[config.mk]
export PLATFORM = sky130hd
export DESIGN_NAME = alu_share_arbiter
export DESIGN_NICKNAME = d
export VERILOG_FILES = /design/src/rtl/alu_pkg.sv /design/src/rtl/alu.sv /design/src/rtl/alu_share_arbiter.sv
export SDC_FILE = /design/constraint.sdc
export NUM_CORES = 1
export LEC_CHECK = 0
export CORE_MARGIN = 10
export CORE_UTILIZATION = 50
export DETAILED_ROUTE_END_ITERATION = 12
export PLACE_DENSITY = 0.88
export SLEW_MARGIN = 20
export SYNTH_ARGS = -nofsm -noshare
export SYNTH_HDL_FRONTEND = slang
export SYNTH_HIERARCHICAL = 1
export SYNTH_SLANG_ARGS = --single-unit
[constraint.sdc]
create_clock -name clk -period 5.3 [get_ports clk]
set_input_delay 0.53 -clock clk [delete_from_list [all_inputs] [get_ports clk]]
set_output_delay 0.53 -clock clk [all_outputs]
set_load 0.01 [all_outputs]
[src/rtl/alu_pkg.sv]
// alu_pkg: ALUControl codes and arbiter FSM state encodings shared by the ALU and its arbiter.
package alu_pkg;
    localparam logic [2:0] ALU_ADD = 3'b000;
    localparam logic [2:0] ALU_SUB = 3'b001;
    localparam logic [2:0] ALU_AND = 3'b010;
    localparam logic [2:0] ALU_OR  = 3'b011;
    localparam logic [2:0] ALU_SLT = 3'b101;
    typedef enum logic [1:0] {IDLE = 2'd0, EXEC = 2'd1, RESP = 2'd2} state_t;
endpackage

[src/rtl/alu.sv]
// alu: 32-bit add/sub/and/or/slt; unsupported codes produce 0.
module alu
    import alu_pkg::*;
(
    input  logic [31:0] A,
    input  logic [31:0] B,
    input  logic [2:0]  ALUControl,
    output logic [31:0] Result
);
    logic [31:0] sum;
    // SUB and SLT share one adder as A + ~B + 1; SLT is the raw sign bit, no overflow fix-up
    assign sum = A + (ALUControl[0] ? ~B : B) + {31'b0, ALUControl[0]};
    always_comb
        Result = (ALUControl == ALU_ADD || ALUControl == ALU_SUB) ? sum :
                 ALUControl == ALU_AND ? (A & B) :
                 ALUControl == ALU_OR  ? (A | B) :
                 ALUControl == ALU_SLT ? {31'b0, sum[31]} : '0;
endmodule

[src/rtl/alu_share_arbiter.sv]
// alu_share_arbiter: round-robin (or fixed-priority) sharing of one ALU between two
// requesters, one op in flight, result held until the consumer takes it.
module alu_share_arbiter
    import alu_pkg::*;
#(
    parameter int DATA_W     = 32,
    parameter int CTRL_W     = 3,
    parameter int FIXED_PRIO = 0
) (
    input  logic              clk,
    input  logic              rst,
    input  logic              req0_valid,
    output logic              req0_ready,
    input  logic [DATA_W-1:0] req0_a,
    input  logic [DATA_W-1:0] req0_b,
    input  logic [CTRL_W-1:0] req0_ctrl,
    input  logic              req1_valid,
    output logic              req1_ready,
    input  logic [DATA_W-1:0] req1_a,
    input  logic [DATA_W-1:0] req1_b,
    input  logic [CTRL_W-1:0] req1_ctrl,
    output logic              rsp_valid,
    input  logic              rsp_ready,
    output logic              rsp_id,
    output logic [DATA_W-1:0] rsp_result,
    output logic              rsp_zero,
    output logic              rsp_illegal,
    output logic              busy
);
    state_t            state;
    logic              last_id;
    logic              grant1;
    logic              idle;
    logic [DATA_W-1:0] a_q, b_q, alu_result;
    logic [CTRL_W-1:0] ctrl_q;
    assign idle       = state == IDLE && !rst;
    // on a tie the requester that did not win last time gets the ALU
    assign grant1     = req1_valid && (!req0_valid || (FIXED_PRIO == 0 && !last_id));
    assign req0_ready = idle && req0_valid && !grant1;
    assign req1_ready = idle && grant1;
    assign rsp_valid  = state == RESP;
    assign busy       = state != IDLE;
    alu u_alu (
        .A         (a_q),
        .B         (b_q),
        .ALUControl(ctrl_q),
        .Result    (alu_result)
    );
    always_ff @(posedge clk) begin
        if (rst) begin
            state       <= IDLE;
            last_id     <= 1'b1;
            rsp_id      <= 1'b0;
            rsp_result  <= '0;
            rsp_zero    <= 1'b0;
            rsp_illegal <= 1'b0;
        end else begin
            case (state)
                IDLE: if (req0_ready || req1_ready) begin
                    a_q     <= grant1 ? req1_a : req0_a;
                    b_q     <= grant1 ? req1_b : req0_b;
                    ctrl_q  <= grant1 ? req1_ctrl : req0_ctrl;
                    rsp_id  <= grant1;
                    last_id <= grant1;
                    state   <= EXEC;
                end
                EXEC: begin
                    rsp_result  <= alu_result;
                    rsp_zero    <= alu_result == '0;
                    rsp_illegal <= !(ctrl_q inside {ALU_ADD, ALU_SUB, ALU_AND, ALU_OR, ALU_SLT});
                    state       <= RESP;
                end
                RESP: if (rsp_ready) state <= IDLE;
                default: state <= IDLE;
            endcase
        end
    end
endmodule

==> results of run 1 <==
## state kept, by name, indices dropped and copies added (netlist names)
signal,count
ctrl_q,3
last_id,1
b_q,32
rsp_zero,1
rsp_id,1
a_q,32
rsp_illegal,1
rsp_result,32
state,2
## synth_stat cells, types with 11 or more instances
library cell / n
sky130_fd_sc_hd__nand2_1: 101
sky130_fd_sc_hd__a21oi_1: 68
sky130_fd_sc_hd__edfxtp_1: 67
sky130_fd_sc_hd__mux2_2: 61
sky130_fd_sc_hd__nor2_1: 45
sky130_fd_sc_hd__dfxtp_1: 38
sky130_fd_sc_hd__xor2_1: 37
sky130_fd_sc_hd__ha_1: 30
sky130_fd_sc_hd__o21ai_0: 27
sky130_fd_sc_hd__clkbuf_1: 18
sky130_fd_sc_hd__a21o_1: 17
sky130_fd_sc_hd__maj3_1: 17
sky130_fd_sc_hd__xnor2_1: 17
sky130_fd_sc_hd__a311oi_1: 14
sky130_fd_sc_hd__inv_1: 12
sky130_fd_sc_hd__nor3_1: 12
sky130_fd_sc_hd__nor4_1: 12
sky130_fd_sc_hd__buf_2: 11
## path summary, 6_finish.rpt
| check | from | slack (ns) | endpoint |
|---|---|---|---|
| setup / recovery | ctrl_q[0] | 1.42 | rsp_zero |
| hold / removal | rsp_result[8] | 0.45 | rsp_result[8] |
| setup reg to reg | ctrl_q[0] | 1.42 | rsp_zero |
| hold reg to reg | rsp_result[8] | 0.45 | rsp_result[8] |
## power groups by stage
stage               combinational, mW  clock, mW  sequential, mW
floorplan                       0.591          0            1.00
global placement                0.850          0            1.00
detailed placement              0.861          0            1.00
CTS                             0.871      0.690           0.987
global route                    0.960      0.722           0.994
finish                          0.888      0.687           0.987
## tightest hold or removal path, stage by stage, from the launching register on
cell and delay, ns:
sky130_fd_sc_hd__dfxtp_1 0.31, sky130_fd_sc_hd__nand2_1 0.05, sky130_fd_sc_hd__a21oi_1 0.05
## cell families (layout without fill, tap and decap cells)
group,Yosys count,after routing
simple gates,216,216
compound gates,178,178
flops,105,105
mux,69,69
xor+xnor,55,55
buf+inv,52,214
fa+ha+maj,48,48
## cell usage in the layout, fill, tap and decap left out, types with 27 or more instances in the layout
| cell type | n |
|---|---|
| sky130_fd_sc_hd__nor2_1 | 45 |
| sky130_fd_sc_hd__o21ai_0 | 27 |
| sky130_fd_sc_hd__nand2_1 | 101 |
| sky130_fd_sc_hd__clkdlybuf4s50_1 | 177 |
| sky130_fd_sc_hd__mux2_2 | 61 |
| sky130_fd_sc_hd__a21oi_1 | 68 |
| sky130_fd_sc_hd__xor2_1 | 37 |
| sky130_fd_sc_hd__edfxtp_1 | 67 |
| sky130_fd_sc_hd__dfxtp_1 | 38 |
| sky130_fd_sc_hd__ha_1 | 30 |
## stage by stage
step	cell area [um2]	utilization, %
final	9173	66.34
after CTS	9173	66.34
after floorplan	7023	-
after detailed placement	8871	64.16
after global placement	8869	64.14
after global routing	9173	66.34
## layout make-up
| cell class | count | area [um2] |
|---|---|---|
| fill | 1071 | 4654 |
| multi-input combinational | 566 | 3985 |
| sequential | 105 | 2773 |
| timing repair buffer | 186 | 1839 |
| clock buffer | 11 | 232.7 |
| tap | 180 | 225.2 |
| clock inverter | 4 | 68.82 |
| inverter | 13 | 48.80 |
## layer usage
metal | wire length (um) | part of all wire [%]
met5 | 0 | 0
met1 | 7989 | 42
met4 | 250 | 1.3
met2 | 9027 | 48
met3 | 1635 | 8.6
==> qor.txt, run 1 <==
DIE
------------------------------------------------------------------------------------------------------
Num ports                                                                                          178
Total die area                                                                               19190 um2
Initial Utilization                                                                             50.79%
Cell row count                                                                                      43
Core Region                                                                                  13830 um2
Die width                                                                                     138.5 um
Vertical die dimension                                                                        138.5 um

GRT
------------------------------------------------------------------------------------------------------
Highest-utilization routing layer at the global route stage                                       met2
Global Route met2 Usage                                                                         30.77%
Via count of the first global-routing pass                                                        5956
GRT Residual Overflow                                                                                0
Largest net degree at the start of global routing                                                   48
M3 GR Usage                                                                                     4.658%
Number of antenna violations at the first check in global routing                                    0
Met1 track demand over resource                                                                 23.34%
Combined global-route utilization of all metal layers                                           18.49%
First-pass GRT wire length                                                                    29750 um

CRITICAL PATH
------------------------------------------------------------------------------------------------------
Worst path arrival time                                                                        4.14 ns
Top delay family on crit path                                                             compound AO/OA/AOI/OAI gates
Crit-path cells                                                                           buf_4 -> xor2_1 -> ha_1 -> a211oi_2 -> o21bai_1 -> a21o_1 -> a21bo_1 -> nand4_1 -> a31oi_1 -> o21ai_0 -> nor4_1 -> a211o_1 -> nor4_1 -> nand4_1 -> o31ai_1
CP Data Required Time                                                                          5.56 ns
Nature of the critical path endpoint                                                              flop
Setup crit start kind                                                                             flop
Buffers and inverters on the worst path                                                              1
Crit path largest cell delay                                                                   0.43 ns
Crit-path slowest cell                                                                    sky130_fd_sc_hd__buf_4
Type of the setup path with the least slack                                                 reg -> reg
Worst reg2reg path depth                                                                            15
Crit. path cell count                                                                               15
CP max FO                                                                                           38

CELLS AND AREA
------------------------------------------------------------------------------------------------------
Ratio of cells with drive above 1 in the final layout                                           10.96%
Number of diodes                                                                                     0
Post-route insts no fill                                                                          1065
Synthesis-to-layout area growth                                                                 30.61%
Number of nets in the final layout                                                                1051

YOSYS
------------------------------------------------------------------------------------------------------
Share of flip-flops with an asynchronous set or reset after synthesis                               0%
Number of flops mapped to enable cells by yosys                                                     67
Mapped Cells                                                                                       723
Post-synthesis mux area share                                                                   11.03%
Synthesized net count                                                                              893
Post-synthesis share of cell area spent on full adders, half adders and majority gates          8.053%
Synthesized area divided by synthesized cell count                                           9.714 um2
Simple logic cell fraction of the synthesized area                                              13.97%
Xor-xnor portion of the synthesized cell area                                                   6.966%
Primary flip-flop cell chosen by synthesis mapping                                        sky130_fd_sc_hd__edfxtp_1
Compound-Gate Fraction of Synth Area                                                            16.64%
Total number of yosys warnings                                                                       6
Main combinational cell family by area after synthesis                                    compound AO/OA/AOI/OAI gates
Top cell type by total area after synthesis                                               sky130_fd_sc_hd__edfxtp_1
Flip-flop and latch count after synthesis                                                          105
Area share of the largest cell type after synthesis                                             28.65%
Largest cells by area after synthesis                                                     sky130_fd_sc_hd__edfxtp_1, sky130_fd_sc_hd__dfxtp_1, sky130_fd_sc_hd__mux2_2
Sequential cell area fraction in the yosys report                                               39.48%
Synthesized area                                                                              7023 um2
Synth unique cells                                                                                  69

POWER
------------------------------------------------------------------------------------------------------
Switching power share of the total                                                              30.68%
Clock Power Share                                                                                26.8%
Internal power component                                                                      1.776 mW
Psw                                                                                          0.7859 mW
Combinational share of power                                                                     34.6%
Tot Pwr                                                                                       2.562 mW
Leakage power summed over all cells                                                           3.369 nW
Worst IR Drop VDD                                                                          0.0001563 V
PD cells                                                                                  279.3 nW/um2
Part of the total power dissipated in sequential elements                                        38.5%

STA
------------------------------------------------------------------------------------------------------
Worst clock skew                                                                           0.006756 ns
Number of setup violations in the final report                                                       0
Slew Limit Fails                                                                                     0
Slew at the pin closest to its max-slew limit                                                0.8489 ns
Count of endpoints failing hold in the final timing report                                           0
Setup Total Neg Slack                                                                             0 ns
Final worst setup slack                                                                       1.418 ns
Worst hold slack across all endpoints                                                        0.4524 ns
Share of the clock period used by the worst path after layout                                   73.24%
Max-slew headroom at the worst pin                                                              43.41%
Setup repair after global routing missed its margin                                              false
Fmax                                                                                         257.6 MHz
Time the final worst path needs with I/O delays and setup                                     3.882 ns

CLOCKING
------------------------------------------------------------------------------------------------------
Count of buffers added by post-CTS timing repair for setup                                           0
Clock Tree Root                                                                           sky130_fd_sc_hd__clkbuf_16
CTS tree                                                                                          done
Latest clock arrival within the worst-skew pair                                                0.34 ns
Clock transition at the register clock pins on the worst setup and hold paths after CTS        0.07 ns
Maximum clock path buffer count                                                                      2
Number of levels the H-tree was split into                                                           3
Number of buffers created by CTS                                                                     9
CTS-repair resized insts                                                                             0
Number of clock sinks                                                                              105
Hold-fix buffers at CTS                                                                              0

ROUTING
------------------------------------------------------------------------------------------------------
Total vias in the final route                                                                     6091
Number of antenna-violating nets in the routed design                                                0
Wire length after detailed routing                                                            18900 um
Iteration-0 DRC Markers                                                                            540
Per-cell via count in the routed design                                                          5.719
Routed WL per cell                                                                            17.75 um
First-pass iteration count of the detailed router                                                    6
DR DRC count                                                                                         0

JOB
------------------------------------------------------------------------------------------------------
Maximum capacitance violations                                                                       0

PLACE
------------------------------------------------------------------------------------------------------
Detailed placer's ending HPWL                                                                 14540 um
Routability cong.                                                                               0.9373
Post-Place Cells                                                                                  1050
Number of buffers inserted by port buffering                                                       177
Post-Place Worst Slack                                                                        1.491 ns

RUN STATUS
------------------------------------------------------------------------------------------------------
Result of the run                                                                         finished clean

HOLD PATH
------------------------------------------------------------------------------------------------------
Hold Crit Depth                                                                                      2
Class of the most critical hold timing path                                                 reg -> reg

No activity file was read; power rests on OpenSTA's default activity.
==> run 2, diff against run 1 <==
==> constraint.sdc (replaced) <==
create_clock -name clk -period 3.94 [get_ports clk]
set_input_delay 0.394 -clock clk [delete_from_list [all_inputs] [get_ports clk]]
set_output_delay 0.394 -clock clk [all_outputs]
set_load 0.01 [all_outputs]
==> run 2 against run 1 <==
  * Critical path depth stayed put
  * Final area is 1.4% higher
  * Largest power group unchanged
  * Hold slack worse by 0.00070 ns
  * Critical path type unchanged
  * Highest routed layer unchanged
  * Critical endpoint unchanged
  * Non-clock buffer count is 9 higher
  * Combinational power is 35% higher
==> qor.txt, run 2 (synthesized netlist as in run 1, its figures left out) <==
STA
------------------------------------------------------------------------------------------------------
Max-slew headroom at the worst pin                                                              48.32%   +4.9 points
Final worst setup slack                                                                      0.1840 ns   -1.234 ns
Number of setup violations in the final report                                                       0   unchanged
Setup Total Neg Slack                                                                             0 ns   unchanged
Share of the clock period used by the worst path after layout                                   95.33%   +22 points
Time the final worst path needs with I/O delays and setup                                     3.756 ns   -0.1256 ns
Fmax                                                                                         266.2 MHz   +3.3%
Worst clock skew                                                                           0.004882 ns   -0.001875 ns
Slew at the pin closest to its max-slew limit                                                0.7699 ns   -0.07895 ns
Slew Limit Fails                                                                                     0   unchanged
Count of endpoints failing hold in the final timing report                                           0   unchanged
Worst hold slack across all endpoints                                                        0.4517 ns   -0.0006990 ns

CRITICAL PATH
------------------------------------------------------------------------------------------------------
Crit path largest cell delay                                                                   0.51 ns   +0.08 ns
Buffers and inverters on the worst path                                                              1   unchanged
Worst R2R End                                                                                 rsp_zero
Top delay family on crit path                                                             compound AO/OA/AOI/OAI gates
Type of the setup path with the least slack                                                 reg -> reg
Worst reg2reg path depth                                                                            15   unchanged
Crit-path cells                                                                           buf_4 -> xor2_1 -> fa_1 -> a211oi_2 -> o21bai_1 -> a21o_1 -> a21bo_1 -> nand4_1 -> a31oi_1 -> o21ai_0 -> nor4_1 -> a211o_1 -> nor4_1 -> nand4_1 -> o31ai_1
CP Data Required Time                                                                          4.22 ns   -1.34 ns
CP max FO                                                                                            5   -87%
Setup slack on the worst flop-to-flop path                                                     0.18 ns   -1.23 ns
Nature of the critical path endpoint                                                              flop
Worst reg2reg path startpoint                                                                ctrl_q[0]
Setup crit start kind                                                                             flop
Crit-path slowest cell                                                                    sky130_fd_sc_hd__edfxtp_1
Worst path arrival time                                                                        4.03 ns   -0.11 ns

DIE
------------------------------------------------------------------------------------------------------
Initial Utilization                                                                             50.79%   unchanged
Die width                                                                                     138.5 um   unchanged
Num ports                                                                                          178   unchanged
Vertical die dimension                                                                        138.5 um   unchanged
Total die area                                                                               19190 um2   unchanged
Core Region                                                                                  13830 um2   unchanged
Cell row count                                                                                      43   unchanged

JOB
------------------------------------------------------------------------------------------------------
Maximum capacitance violations                                                                       0   unchanged

CLOCKING
------------------------------------------------------------------------------------------------------
Clock Tree Root                                                                           sky130_fd_sc_hd__clkbuf_16
CTS tree                                                                                          done
Number of clock sinks                                                                              105   unchanged
Number of buffers created by CTS                                                                     9   unchanged
Hold-fix buffers at CTS                                                                              0   unchanged
Latest clock arrival within the worst-skew pair                                                0.36 ns   +0.02 ns
Clock transition at the register clock pins on the worst setup and hold paths after CTS        0.07 ns   about the same
Maximum clock path buffer count                                                                      2   unchanged
Number of levels the H-tree was split into                                                           3   unchanged

POWER
------------------------------------------------------------------------------------------------------
Worst IR Drop VDD                                                                          0.0002301 V   +47%
PD cells                                                                                  369.7 nW/um2   +32%
Leakage power summed over all cells                                                           3.439 nW   +2.1%

HOLD PATH
------------------------------------------------------------------------------------------------------
Min-Delay Startpoint                                                                      rsp_result[31]
Hold Crit Depth                                                                                      2   unchanged
Hold Path Sink                                                                            rsp_result[31]
Class of the most critical hold timing path                                                 reg -> reg

ROUTING
------------------------------------------------------------------------------------------------------
DR DRC count                                                                                         0   unchanged
Wire length after detailed routing                                                            18750 um   -0.79%
Number of antenna-violating nets in the routed design                                                0   unchanged
Total vias in the final route                                                                     6107   +0.26%
Iteration-0 DRC Markers                                                                            442   -18%
Per-cell via count in the routed design                                                          5.681   -0.67%
Routed WL per cell                                                                            17.44 um   -1.7%
First-pass iteration count of the detailed router                                                    5   -1

CELLS AND AREA
------------------------------------------------------------------------------------------------------
Registers with the most flip-flops                                                        a_q x32, b_q x32, rsp_result x32
Number of diodes                                                                                     0   unchanged
Most used cells in the layout excluding fill and tap cells                                sky130_fd_sc_hd__clkdlybuf4s50_1, sky130_fd_sc_hd__nand2_1, sky130_fd_sc_hd__a21oi_1
Synthesis-to-layout area growth                                                                 32.44%
Layout fillers                                                                                    1074   +0.28%
Number of nets in the final layout                                                                1060   +0.86%
Ratio of cells with drive above 1 in the final layout                                           12.29%   +1.3 points
Most common cell after layout, fill and taps aside                                        sky130_fd_sc_hd__clkdlybuf4s50_1

GRT
------------------------------------------------------------------------------------------------------
Largest net degree at the start of global routing                                                   70   +46%
Via count of the first global-routing pass                                                        6135   +3.0%
Combined global-route utilization of all metal layers                                           18.71%   +0.22 points
First-pass GRT wire length                                                                    29930 um   +0.61%
GRT Residual Overflow                                                                                0   unchanged
Number of antenna violations at the first check in global routing                                    0   unchanged

PLACE
------------------------------------------------------------------------------------------------------
Detailed placer's ending HPWL                                                                 14600 um   +0.37%
Number of buffers inserted by port buffering                                                       177   unchanged
Post-Place Worst Slack                                                                       0.2165 ns   -1.274 ns
Routability cong.                                                                               0.9605   +2.5%

RUN STATUS
------------------------------------------------------------------------------------------------------
Result of the run                                                                         finished clean

## run 2: where the power goes
group          total, mW  internal, mW  switching (mW)
clock network      0.907         0.521           0.386
registers           1.33          1.27          0.0614
logic               1.20         0.586           0.615
## run 2: through the flow
step                      instance area, um2  std cells  util [%]  total power [mW]
after floorplan                         7024        723         -             2.142
after global placement                  8931       1055     64.59             2.496
after detailed placement                8939       1055     64.65             2.521
after CTS                               9250       1071     66.90             3.430
after global routing                    9301       1075     67.27             3.607
final                                   9301       1075     67.27             3.438
## run 2: worst max path at each step
| stage | from | endpoint | depth (start not counted) |
|---|---|---|---|
| floorplan | ctrl_q[0] | rsp_zero | 17 |
| global placement | ctrl_q[0] | rsp_zero | 15 |
| detailed placement | ctrl_q[0] | rsp_zero | 15 |
| CTS | ctrl_q[0] | rsp_zero | 15 |
| global route | ctrl_q[0] | rsp_zero | 15 |
| finish | ctrl_q[0] | rsp_zero | 15 |
## run 2: worst reg2reg max path, cell delays in order, from the launching register on
cell                       delay, ns
sky130_fd_sc_hd__edfxtp_1       0.51
sky130_fd_sc_hd__buf_4          0.20
sky130_fd_sc_hd__xor2_1         0.18
sky130_fd_sc_hd__fa_1           0.47
sky130_fd_sc_hd__a211oi_2       0.19
sky130_fd_sc_hd__o21bai_1       0.13
sky130_fd_sc_hd__a21o_1         0.22
sky130_fd_sc_hd__a21bo_1        0.23
sky130_fd_sc_hd__nand4_1        0.11
sky130_fd_sc_hd__a31oi_1        0.09
sky130_fd_sc_hd__o21ai_0        0.22
sky130_fd_sc_hd__nor4_1         0.07
sky130_fd_sc_hd__a211o_1        0.33
sky130_fd_sc_hd__nor4_1         0.37
sky130_fd_sc_hd__nand4_1        0.13
sky130_fd_sc_hd__o31ai_1        0.23
## run 2: final cells by class
type / instances / area, um2 / share of cell area [%]
Inverter: 13 / 48.80 / 0.5246
Sequential cell: 105 / 2773 / 29.81
Clock inverter: 3 / 18.77 / 0.2018
Clock buffer: 13 / 292.8 / 3.148
Timing Repair Buffer: 195 / 1949 / 20.96
Tap cell: 180 / 225.2 / 2.421
Multi-Input combinational cell: 566 / 3994 / 42.94
## run 2: repair_timing
| action | in CTS | in global routing |
|---|---|---|
| resized for setup | 0 | 1 |
| setup buffers | 0 | 3 |
| endpoints found under the setup margin | 0 | 1 |
## run 2: per-layer routing
layer | GRT usage [%] | routed length, um
met2 | 30.95 | 9114
met1 | 21.89 | 7542
met3 | 6.027 | 1657
met4 | 7.658 | 438
met5 | 0 | 0
